--- src/rtl/deal_sequencer.sv ---
// Blackjack round controller: owns the shared card source handshake, accumulates
// both hands, runs the dealer auto-draw and holds the round result.
module deal_sequencer #(
    parameter int DEALER_STAND = 17,
    parameter int BLACKJACK    = 21
) (
    input  logic       Clock,
    input  logic       reset_n,
    input  logic       enter,
    input  logic       pass,
    input  logic       card_ack,
    input  logic [3:0] card_val,
    output logic       card_req,
    output logic [4:0] phand,
    output logic [4:0] dhand,
    output logic [3:0] pcard,
    output logic [3:0] dcard,
    output logic [1:0] result,
    output logic       busy,
    output logic [3:0] win_cnt,
    output logic [3:0] loss_cnt
);

    // state   | meaning
    // IDLE    | after reset, waiting for enter
    // DEAL_P1 | first card to player
    // DEAL_D1 | first card to dealer
    // DEAL_P2 | second card to player
    // DEAL_D2 | second card to dealer
    // PLAYER  | waiting for hit (enter) or stand (pass)
    // P_HIT   | drawing a player hit
    // DEALER  | dealer decides draw or settle
    // D_HIT   | drawing a dealer card
    // WIN     | player won, result held
    // LOSE    | player lost, result held
    typedef enum logic [3:0] {
        IDLE, DEAL_P1, DEAL_D1, DEAL_P2, DEAL_D2,
        PLAYER, P_HIT, DEALER, D_HIT, WIN, LOSE
    } state_t;

    localparam logic [4:0] L_STAND = 5'(DEALER_STAND);
    localparam logic [4:0] L_BJ    = 5'(BLACKJACK);

    state_t     r_state, w_next;
    logic       r_enter_q, r_pass_q, r_gap;
    logic [4:0] r_phand, r_dhand;
    logic [3:0] r_pcard, r_dcard, r_win_cnt, r_loss_cnt;

    logic       w_enter_press, w_pass_press, w_draw, w_req, w_ack;
    logic       w_to_player, w_clear;
    logic [3:0] w_card;
    logic [4:0] w_phand_new, w_dhand_new;

    assign w_enter_press = r_enter_q & ~enter;
    assign w_pass_press  = r_pass_q & ~pass & ~w_enter_press;

    assign w_card = (card_val == 4'd0) ? 4'd1 :
                    (card_val > 4'd10) ? 4'd10 : card_val;

    assign w_phand_new = r_phand + {1'b0, w_card};
    assign w_dhand_new = r_dhand + {1'b0, w_card};

    assign w_draw = (r_state == DEAL_P1) || (r_state == DEAL_D1) ||
                    (r_state == DEAL_P2) || (r_state == DEAL_D2) ||
                    (r_state == P_HIT)   || (r_state == D_HIT);
    // r_gap forces one idle request cycle after every accepted card
    assign w_req       = w_draw & ~r_gap;
    assign w_ack       = card_ack & w_req;
    assign w_to_player = (r_state == DEAL_P1) || (r_state == DEAL_P2) || (r_state == P_HIT);
    assign w_clear     = ((r_state == WIN) || (r_state == LOSE)) && w_enter_press;

    always_comb begin
        w_next = r_state;
        case (r_state)
            IDLE:    if (w_enter_press) w_next = DEAL_P1;
            DEAL_P1: if (w_ack) w_next = DEAL_D1;
            DEAL_D1: if (w_ack) w_next = DEAL_P2;
            DEAL_P2: if (w_ack) w_next = DEAL_D2;
            DEAL_D2: if (w_ack) w_next = (r_phand == L_BJ) ? WIN : PLAYER;
            PLAYER: begin
                if (w_enter_press)     w_next = P_HIT;
                else if (w_pass_press) w_next = DEALER;
            end
            P_HIT: begin
                if (w_ack) begin
                    if (w_phand_new == L_BJ)     w_next = WIN;
                    else if (w_phand_new > L_BJ) w_next = LOSE;
                    else                         w_next = PLAYER;
                end
            end
            DEALER: begin
                if (r_dhand < L_STAND)      w_next = D_HIT;
                else if (r_dhand > L_BJ)    w_next = WIN;
                else if (r_dhand > r_phand) w_next = LOSE;
                else                        w_next = WIN;
            end
            D_HIT:   if (w_ack) w_next = DEALER;
            WIN,
            LOSE:    if (w_enter_press) w_next = DEAL_P1;
            default: w_next = IDLE;
        endcase
    end

    always_ff @(posedge Clock) begin
        if (!reset_n) begin
            r_state    <= IDLE;
            r_enter_q  <= 1'b1;
            r_pass_q   <= 1'b1;
            r_gap      <= 1'b0;
            r_phand    <= '0;
            r_dhand    <= '0;
            r_pcard    <= '0;
            r_dcard    <= '0;
            r_win_cnt  <= '0;
            r_loss_cnt <= '0;
        end else begin
            r_state   <= w_next;
            r_enter_q <= enter;
            r_pass_q  <= pass;
            r_gap     <= w_ack;
            if (w_clear) begin
                r_phand <= '0;
                r_dhand <= '0;
                r_pcard <= '0;
                r_dcard <= '0;
            end else if (w_ack) begin
                if (w_to_player) begin
                    r_phand <= w_phand_new;
                    r_pcard <= w_card;
                end else begin
                    r_dhand <= w_dhand_new;
                    r_dcard <= w_card;
                end
            end
            if ((w_next == WIN) && (r_state != WIN))
                r_win_cnt <= r_win_cnt + 4'd1;
            if ((w_next == LOSE) && (r_state != LOSE))
                r_loss_cnt <= r_loss_cnt + 4'd1;
        end
    end

    assign card_req = w_req;
    assign busy     = w_req;
    assign phand    = r_phand;
    assign dhand    = r_dhand;
    assign pcard    = r_pcard;
    assign dcard    = r_dcard;
    assign result   = (r_state == WIN) ? 2'b01 : (r_state == LOSE) ? 2'b10 : 2'b00;
    assign win_cnt  = r_win_cnt;
    assign loss_cnt = r_loss_cnt;

endmodule
--- config.mk ---
export PLATFORM = sky130hd
export DESIGN_NAME = deal_sequencer
export DESIGN_NICKNAME = d
export VERILOG_FILES = /design/src/rtl/deal_sequencer.sv
export SDC_FILE = /design/constraint.sdc
export NUM_CORES = 1
export LEC_CHECK = 0
export CAP_MARGIN = 5
export CORE_ASPECT_RATIO = 0.6
export CORE_MARGIN = 4
export CORE_UTILIZATION = 42
export DETAILED_ROUTE_END_ITERATION = 7
export PLACE_DENSITY = 0.7
export RECOVER_POWER = 50
export REMOVE_ABC_BUFFERS = 1
export SYNTH_ARGS = -nofsm -noshare
export SYNTH_HDL_FRONTEND = slang
export SYNTH_SLANG_ARGS = --single-unit
--- constraint.sdc ---
create_clock -name Clock -period 3.86 [get_ports Clock]
set_clock_uncertainty 0.05 [all_clocks]
set_input_delay 0.772 -clock Clock [delete_from_list [all_inputs] [get_ports Clock]]
set_output_delay 0.772 -clock Clock [all_outputs]
set_load 0.01 [all_outputs]
==> impl_metrics.json, run 1 <==
{
  "place_ws_ns": -0.03737,
  "finalWirelength_um": 5345,
  "total_power_mw": 0.8779,
  "rsz0062_at_grt": "no",
  "tightest_slew_ns": 1.885,
  "internal_power_mw": 0.5997,
  "cts_tree": "done",
  "hold_ws_ns": 0.4215,
  "min_path_type": "register to register",
  "dieArea_um2": 6517,
  "power.switching_mw": 0.2781,
  "clock-sinks": 33,
  "setup_viol": 0,
  "diodes": 0,
  "synth_area_per_cell_um2": 8.522,
  "antenna_found_initial": 0,
  "leakagePower_nw": 1.184,
  "yosys_warnings": 0,
  "async_reset_ff_share_pct": 0,
  "postCtsHoldBufs": 0,
  "syn_area_um2": 2207,
  "first_pass_iters": 4,
  "io_pins": 39,
  "htree_levels": 2,
  "clk_pin_slew_ns": 0.07,
  "gr-total-overflow": 0,
  "crit_fanout": 6,
  "maxCapViolations": 1,
  "syn-instance-count": 259,
  "clock.fmax_mhz": 275.0,
  "worst_slack_ns": 0.2234,
  "p_per_area_nw_per_um2": 318.9,
  "p_sw_share_pct": 31.68,
  "cts-root-buf": "clkbuf_8",
  "finalCriticalPeriod_ns": 3.637,
  "utilization_pct": 54.19,
  "ys_types": 58,
  "dp_hpwl_um": 4208,
  "grt_pass1_vias": 1787,
  "finalCritPeriodShare_pct": 94.21,
  "drv_slew": 16,
  "detail-route-antenna-nets": 0,
  "combPwrFrac_pct": 24.9,
  "worstSetupEndpointType": "register",
  "route.detailed.wl_per_inst_um": 14.56,
  "drc_errors": 0,
  "max_stage_delay_ns": 0.43,
  "rows": 20,
  "synth_top_area_share_pct": 29.93,
  "synth_ff_type": "dfxtp_1",
  "synth_edf_count": 0,
  "place.gp.congestion": 0.9844,
  "path_cells": "clkdlybuf4s50_1 > nor2_1 > maj3_1 > ha_1 > inv_1 > fa_1 > nand2b_1 > o2bb2ai_1 > xnor2_1 > o2111ai_1 > a21o_1 > or4_1 > a21oi_1",
  "postCtsSetupRepairBufs": 0,
  "fin_cells": 367,
  "pwr-share-seq_pct": 43.3,
  "yosysTopAreaCell": "dfxtp_1",
  "core_area_um2": 5080,
  "synthTopCellsByArea": "dfxtp_1 30%, ha_1 8.5%, mux2i_1 6.8%, nor2_1 5.6%, a21oi_1 5.0%",
  "nets": 326,
  "vias_per_cell": 5.392,
  "dieWidth_um": 101.6,
  "initial_core_util_pct": 43.45,
  "worstSetupStartpointType": "input pin",
  "insertion_delay_ns": 0.29,
  "numPortBuffers": 38,
  "netlist_top_cells_count": "33 x dfxtp_1, 33 x nor2_1, 22 x a21oi_1, 16 x inv_1, 16 x nand2_1",
  "numCtsBuffers": 5,
  "grt_usage_pct": 17.58,
  "seq_area_frac_synth_pct": 29.93,
  "crit_required_ns": 4.02,
  "placedCellCount": 359,
  "violations": "capacitance limit, slew limit",
  "ctsResizeCount": 0,
  "syn_to_final_growth_pct": 24.72,
  "routed-via-count": 1979,
  "fillers": 499,
  "peakVddDrop_v": 0.0001478,
  "drt_iter0_markers": 140,
  "critPathKind": "input pin to register",
  "grt_pass1_wl_um": 9073,
  "cts_buffer_depth": 2,
  "maxSlewHeadroom_pct": -27.69,
  "cpMaxStageDelayCell": "clkdlybuf4s50_1",
  "layout-drive-gt1-share_pct": 10.30,
  "cp.arrival_ns": 3.80,
  "grt_max_degree": 22,
  "hold_viol": 0,
  "die_y_um": 64.15,
  "p_clk_share_pct": 31.7,
  "status": "complete, but fails checks",
  "ys_ff_latch": 33
}
-- per-stage QoR --
stage	TNS (ns)	cell area [um2]
final	0	2753
after global routing	0	2753
after CTS	0	2760
after detailed placement	-0.1151	2664
after global placement	0	2664
after floorplan	0	2141
-- sequential cells by signal, summed over array words and instances (netlist names) --
name / count
r_pass_q: 1
phand: 5
win_cnt: 4
r_enter_q: 1
r_gap: 1
dhand: 5
loss_cnt: 4
r_state: 4
dcard: 4
pcard: 4
-- worst max-delay path: cells and delay by family --
family	cells	cell delay, ns
AOI/OAI and AO/OA	4	0.76
xor gates and xnor gates	1	0.29
adders and majority gates	3	0.79
buffers and inverters	2	0.48
and+or+nand+nor	3	0.69
-- kinds of logic (layout without fill, tap and decap cells) --
family                   count (synthesis)  after routing  synth area share [%]
AO/OA/AOI/OAI                           64             64                 20.58
XOR/XNOR                                 7              7                 2.778
adder cells (fa/ha/maj)                 18             18                 10.77
buffers and inverters                   28             70                 5.895
flip-flops                              33             33                 29.93
multiplexers                            16             16                 7.313
AND/OR/NAND/NOR                         93             93                 22.73
-- power groups by stage --
stage                     Combinational [mW]  Clock [mW]  Sequential, mW
after floorplan                        0.140           0           0.386
after global placement                 0.216           0           0.388
after detailed placement               0.220           0           0.388
after CTS                              0.221       0.285           0.380
after global routing                   0.240       0.299           0.383
final                                  0.219       0.279           0.380
-- area by class of cell --
class | count | area, um2 | area share, %
clock buffers | 6 | 82.58 | 3.000
clock inverters | 2 | 13.76 | 0.5000
inverters | 17 | 63.81 | 2.318
multi-input cells | 198 | 1416 | 51.45
flip-flops and latches | 33 | 660.6 | 24.00
well taps | 66 | 82.58 | 3.000
repair buffers | 45 | 432.9 | 15.73
-- path summary, 6_finish.rpt --
check / slack [ns] / start / end / cells after the start
worst max-delay path: 0.22 / card_val[2] / win_cnt[0]$_SDFFE_PN0P_ / 13
worst min-delay path: 0.42 / loss_cnt[3]$_SDFFE_PN0P_ / loss_cnt[3]$_SDFFE_PN0P_ / 2
worst max register to register: 0.92 / r_state[1]$_SDFF_PN0_ / dhand[4]$_SDFFE_PP0P_ / 4
worst min register to register: 0.42 / loss_cnt[3]$_SDFFE_PN0P_ / loss_cnt[3]$_SDFFE_PN0P_ / 2
-- layer usage --
layer	vias to the layer above	GRT usage [%]	routed length, um	part of all wire (%)
li1	1012	-	-	-
met1	916	28.41	2837	53
met2	46	23.21	2087	39
met3	5	4.035	379	7.1
met4	0	2.985	40	0.75
met5	-	0	0	0
-- cell usage in the layout, fill, tap and decap left out, drive strengths merged, types with 4 or more instances in the layout --
| cell type | n |
|---|---|
| nor2 | 34 |
| dfxtp | 33 |
| dlygate4sd3 | 27 |
| a21oi | 23 |
| inv | 17 |
| nand2 | 16 |
| mux2i | 15 |
| ha | 15 |
| nand2b | 12 |
| clkdlybuf4s50 | 11 |
| o21ai | 11 |
| buf | 7 |
| nor2b | 7 |
| clkbuf | 6 |
| a21o | 5 |
| xnor2 | 4 |
| nor4 | 4 |
| nand3 | 4 |
| nor3 | 4 |
Power figures use the tool's default switching activity.
==> run 2: changes to the inputs <==
--- a/config.mk
+++ b/config.mk
@@ -6,13 +6,16 @@
 export NUM_CORES = 1
 export LEC_CHECK = 0
 export CAP_MARGIN = 5
+export CELL_PAD_IN_SITES_DETAIL_PLACEMENT = 1
+export CELL_PAD_IN_SITES_GLOBAL_PLACEMENT = 2
 export CORE_ASPECT_RATIO = 0.6
 export CORE_MARGIN = 4
-export CORE_UTILIZATION = 42
+export CORE_UTILIZATION = 31
 export DETAILED_ROUTE_END_ITERATION = 7
-export PLACE_DENSITY = 0.7
+export PLACE_DENSITY = 0.83
 export RECOVER_POWER = 50
 export REMOVE_ABC_BUFFERS = 1
+export SETUP_SLACK_MARGIN = 0.5
 export SYNTH_ARGS = -nofsm -noshare
 export SYNTH_HDL_FRONTEND = slang
 export SYNTH_SLANG_ARGS = --single-unit
==> impl_metrics.json, run 2 (synthesis results as in run 1) <==
{
  "pwr-share-seq_pct": 33.5,
  "drt_iter0_markers": 118,
  "cpMaxStageDelayCell": "or4_4",
  "utilization_pct": 46.02,
  "postCtsHoldBufs": 0,
  "dp_hpwl_um": 5131,
  "grt_pass1_wl_um": 11700,
  "cts_buffer_depth": 2,
  "first_pass_iters": 4,
  "leakagePower_nw": 1.364,
  "drv_slew": 16,
  "reg2reg_to": "dhand[4]$_SDFFE_PP0P_",
  "p_clk_share_pct": 40.8,
  "grt_max_degree": 22,
  "hold_viol": 0,
  "gr-total-overflow": 0,
  "clk_pin_slew_ns": 0.06,
  "multiInputGateArea_um2": 1579,
  "maxCapViolations": 1,
  "tightest_slew_ns": 2.091,
  "rows": 23,
  "status": "complete, but fails checks",
  "worst-r2r-setup-slack_ns": 0.64,
  "insertion_delay_ns": 0.29,
  "p_sw_share_pct": 30.30,
  "fillers": 789,
  "peakVddDrop_v": 0.0001677,
  "antenna_found_initial": 0,
  "dieWidth_um": 116.9,
  "place_ws_ns": -0.09360,
  "critPathKind": "input pin to register",
  "max_stage_delay_ns": 0.58,
  "rsz0062_at_grt": "no",
  "initial_core_util_pct": 32.50,
  "layout.area.seq_um2": 660.6,
  "io_pins": 39,
  "maxSlewHeadroom_pct": -41.60,
  "detail-route-antenna-nets": 0,
  "finalCritPeriodShare_pct": 85.31,
  "vias_per_cell": 5.373,
  "die_y_um": 73.36,
  "grt_pass1_vias": 2266,
  "total_power_mw": 1.146,
  "design_area_um2": 3126,
  "p_per_area_nw_per_um2": 366.7,
  "worst_slack_ns": 0.5671,
  "cp.arrival_ns": 3.46,
  "finalCriticalPeriod_ns": 3.293,
  "crit_start": "card_val[1]",
  "clock.fmax_mhz": 303.7,
  "place_area_um2": 2698,
  "crit_fanout": 6,
  "place.gp.congestion": 0.8661,
  "crit_cells": 14,
  "worstSetupEndpointType": "register",
  "dieArea_um2": 8578,
  "worstSetupStartpointType": "input pin",
  "clock-sinks": 33,
  "r2r_start": "r_state[1]$_SDFF_PN0_",
  "route.detailed.wl_per_inst_um": 18.27,
  "cpLargestDelayFamily": "simple AND/OR/NAND/NOR gates",
  "crit_end": "win_cnt[0]$_SDFFE_PN0P_",
  "numPortBuffers": 38,
  "combPwrFrac_pct": 25.7,
  "min_path_type": "register to register",
  "routed-via-count": 2176,
  "crit_required_ns": 4.02,
  "ff2ff_path_depth": 4,
  "path_cells": "clkdlybuf4s15_1 > nor2_1 > maj3_2 > ha_4 > inv_1 > fa_2 > nand2b_4 > o2bb2ai_4 > xnor2_2 > buf_4 > o21ai_4 > a311oi_4 > or4_4 > a21oi_2",
  "grt_usage_pct": 17.60,
  "internal_power_mw": 0.7989,
  "cts-root-buf": "clkbuf_16",
  "syn_to_final_growth_pct": 41.61,
  "layout-drive-gt1-share_pct": 20.75,
  "htree_levels": 2,
  "power.switching_mw": 0.3473,
  "path_buf_inv": 3,
  "cts_tree": "done",
  "finalWirelength_um": 7400,
  "final_cell_mix": "33 x nor2_1, 33 x dfxtp_1, 27 x dlygate4sd3_1",
  "setup_viol": 0,
  "diodes": 0,
  "core_area_um2": 6792,
  "violations": "capacitance limit, slew limit",
  "drc_errors": 0,
  "numCtsBuffers": 5,
  "nets": 343
}
## run 2: worst reg2reg max path: stages (launching register included)
cell and delay, ns:
dfxtp_1 0.86, nor2_1 0.10, o311ai_1 1.68, o21ai_0 0.28, a21oi_1 0.19
## run 2: worst min path at each step
stage                                   from                       end  slack (ns)  cells after the start
floorplan            win_cnt[3]$_SDFFE_PN0P_   win_cnt[3]$_SDFFE_PN0P_        0.44                      2
global placement     win_cnt[3]$_SDFFE_PN0P_   win_cnt[3]$_SDFFE_PN0P_        0.41                      2
detailed placement   win_cnt[3]$_SDFFE_PN0P_   win_cnt[3]$_SDFFE_PN0P_        0.42                      2
CTS                  win_cnt[3]$_SDFFE_PN0P_   win_cnt[3]$_SDFFE_PN0P_        0.44                      2
global route        loss_cnt[3]$_SDFFE_PN0P_  loss_cnt[3]$_SDFFE_PN0P_        0.47                      2
finish                 dcard[3]$_SDFFE_PP0P_     dcard[3]$_SDFFE_PP0P_        0.43                      2
## run 2: what timing repair did
item,CTS,global route
setup buffers,7,8
setup endpoints to repair,10,8
resized for setup,19,13
pin swaps,11,8
cloned,1,0
## run 2: power groups by stage
stage	clock network (mW)	registers, mW	logic, mW
after global placement	0	0.390	0.219
after detailed placement	0	0.391	0.225
after global routing	0.496	0.387	0.319
after floorplan	0	0.386	0.140
after CTS	0.479	0.384	0.257
final	0.468	0.384	0.294
## run 2: through the flow
step | hold WS, ns | setup TNS [ns] | std cells
3_3_place_gp | 0.4072 | 0 | 381
2_1_floorplan | 0.4363 | 0 | 248
6_report | 0.4298 | 0 | 405
4_1_cts | 0.4417 | 0 | 397
3_5_place_dp | 0.4180 | -0.4440 | 381
5_1_grt | 0.4710 | 0 | 405
## run 2: cell type report
cell class	count	area share, %
repair buffers	61	17.33
flip-flops and latches	33	21.14
multi-input cells	199	50.52
inverters	17	2.042
clock inverters	3	1.481
clock buffers	5	4.003
well taps	87	3.483
## run 2: layer usage
metal / vias up / routed length, um / part of all wire [%] / GRT usage (%)
met5: - / 0 / 0 / 0
met4: 0 / 114 / 1.5 / 4.453
met3: 12 / 434 / 5.9 / 4.444
met2: 65 / 3173 / 43 / 25.96
met1: 1056 / 3677 / 50 / 25.52
li1: 1043 / - / - / -
==> run 3: changes to the inputs <==
--- a/config.mk
+++ b/config.mk
@@ -6,13 +6,11 @@
 export NUM_CORES = 1
 export LEC_CHECK = 0
 export CAP_MARGIN = 5
-export CELL_PAD_IN_SITES_DETAIL_PLACEMENT = 1
-export CELL_PAD_IN_SITES_GLOBAL_PLACEMENT = 2
 export CORE_ASPECT_RATIO = 0.6
 export CORE_MARGIN = 4
-export CORE_UTILIZATION = 31
+export CORE_UTILIZATION = 42
 export DETAILED_ROUTE_END_ITERATION = 7
-export PLACE_DENSITY = 0.83
+export PLACE_DENSITY = 0.7
 export RECOVER_POWER = 50
 export REMOVE_ABC_BUFFERS = 1
 export SETUP_SLACK_MARGIN = 0.5
==> impl_metrics.json, run 3 (synthesis results as in run 1) <==
{
  "initial_core_util_pct": 43.45,
  "crit_fanout": 4,
  "drv_slew": 16,
  "maxCapViolations": 1,
  "antenna_found_initial": 0,
  "dieArea_um2": 6517,
  "place.gp.congestion": 0.9844,
  "postCtsHoldBufs": 0,
  "finalCriticalPeriod_ns": 3.271,
  "gr-total-overflow": 0,
  "fillers": 462,
  "clk_pin_slew_ns": 0.07,
  "cts_tree": "done",
  "status": "complete, but fails checks",
  "place_area_um2": 2664,
  "detail-route-antenna-nets": 0,
  "clock-sinks": 33,
  "drc_errors": 0,
  "max_stage_delay_ns": 0.50,
  "grt_usage_pct": 18.68,
  "violations": "capacitance limit, slew limit",
  "finalCritPeriodShare_pct": 84.73,
  "final_cell_mix": "33 x nor2_1, 32 x dfxtp_1, 27 x dlygate4sd3_1",
  "peakVddDrop_v": 0.0001551,
  "die_y_um": 64.15,
  "cp.arrival_ns": 3.43,
  "min_path_type": "register to register",
  "multiInputGateArea_um2": 1540,
  "path_cells": "dlygate4sd2_1 > maj3_2 > ha_4 > inv_2 > fa_2 > a21oi_2 > o2111ai_2 > a21o_1 > buf_6 > or4_1 > a21oi_1",
  "clock.fmax_mhz": 305.7,
  "numCtsBuffers": 5,
  "vias_per_cell": 5.525,
  "cpMaxStageDelayCell": "or4_1",
  "first_pass_iters": 5,
  "critPathKind": "input pin to register",
  "layout-drive-gt1-share_pct": 18.53,
  "worstSetupStartpointType": "input pin",
  "routed-via-count": 2094,
  "htree_levels": 2,
  "cts_buffer_depth": 2,
  "worstSetupEndpointType": "register",
  "core_area_um2": 5080,
  "layout.area.seq_um2": 661.9,
  "finalWirelength_um": 5791,
  "grt_pass1_wl_um": 9646,
  "syn_to_final_growth_pct": 33.73,
  "worst-r2r-setup-slack_ns": 0.95,
  "rows": 20,
  "tightest_slew_ns": 1.833,
  "grt_max_degree": 22,
  "setup_viol": 0,
  "crit_required_ns": 4.02,
  "rsz0062_at_grt": "no",
  "nets": 338,
  "min_delay_path_depth": 2,
  "io_pins": 39,
  "cts-root-buf": "clkbuf_8",
  "maxSlewHeadroom_pct": -24.12,
  "ff2ff_path_depth": 4,
  "diodes": 0,
  "numPortBuffers": 38,
  "design_area_um2": 2952,
  "final_common_cell": "nor2_1",
  "total_power_mw": 0.9170,
  "hold_viol": 0,
  "dieWidth_um": 101.6,
  "grt_pass1_vias": 1880,
  "drt_iter0_markers": 181,
  "dp_hpwl_um": 4208,
  "insertion_delay_ns": 0.29,
  "p_per_area_nw_per_um2": 310.7,
  "leakagePower_nw": 1.305,
  "route.detailed.wl_per_inst_um": 15.28,
  "setup_tns_ns": 0
}
[run 3: changes by cell type in the layout (fill, tap and decap cells not counted), sizes merged]
cell           before  now
bufinv              1    0
clkinv              1    2
clkinvlp            1    0
clkbuf              7    9
clkdlybuf4s15       1    0
buf                23   18
[run 3: cell type report]
class,count,area share [%]
clock inverters,2,0.4663
inverters,17,2.162
clock buffers,6,2.798
well taps,66,2.798
multi-input cells,199,52.18
repair buffers,56,17.17
flip-flops and latches,33,22.42
[run 3: power by group]
group          internal (mW)  leakage [nW]  switching [mW]
sequential             0.354         0.268          0.0271
clock                  0.145        0.0512           0.136
combinational          0.121         0.986           0.135
total                  0.619          1.31           0.298
[run 3: path summary, 6_finish.rpt]
kind,to,startpoint
max reg2reg,dhand[4]$_SDFFE_PP0P_,r_state[1]$_SDFF_PN0_
min reg2reg,loss_cnt[3]$_SDFFE_PN0P_,loss_cnt[3]$_SDFFE_PN0P_
min,loss_cnt[3]$_SDFFE_PN0P_,loss_cnt[3]$_SDFFE_PN0P_
max,win_cnt[0]$_SDFFE_PN0P_,card_val[0]
[run 3: worst max-delay path: cells and delay by family]
family | cells | cell delay (ns)
compound gates | 4 | 0.76
fa+ha+maj | 3 | 0.97
buf+inv | 3 | 0.42
simple gates | 1 | 0.50
[run 3: routing by layer]
metal	GRT usage [%]	vias up	routed length (um)
met5	0	-	0
met4	3.483	0	59
met3	4.144	11	415
met2	26.30	77	2357
met1	28.85	964	2958
li1	-	1042	-
[run 3: through the flow]
step / hold WS, ns / util, % / worst slack [ns] / instances
after CTS: 0.4306 / 57.49 / 0.5626 / 373
after floorplan: 0.4363 / - / 0.6065 / 248
after detailed placement: 0.4169 / 52.44 / -0.03737 / 359
after global routing: 0.4506 / 58.10 / 0.5378 / 379
final: 0.4214 / 58.10 / 0.5893 / 379
after global placement: 0.4065 / 52.44 / 0.06224 / 359
[run 3: repair_timing]
action | 4_1_cts | 5_1_grt
cloned | 1 | 0
pin swaps | 15 | 12
endpoints found under the setup margin | 8 | 9
buffers inserted | 5 | 6
resized for setup | 21 | 9
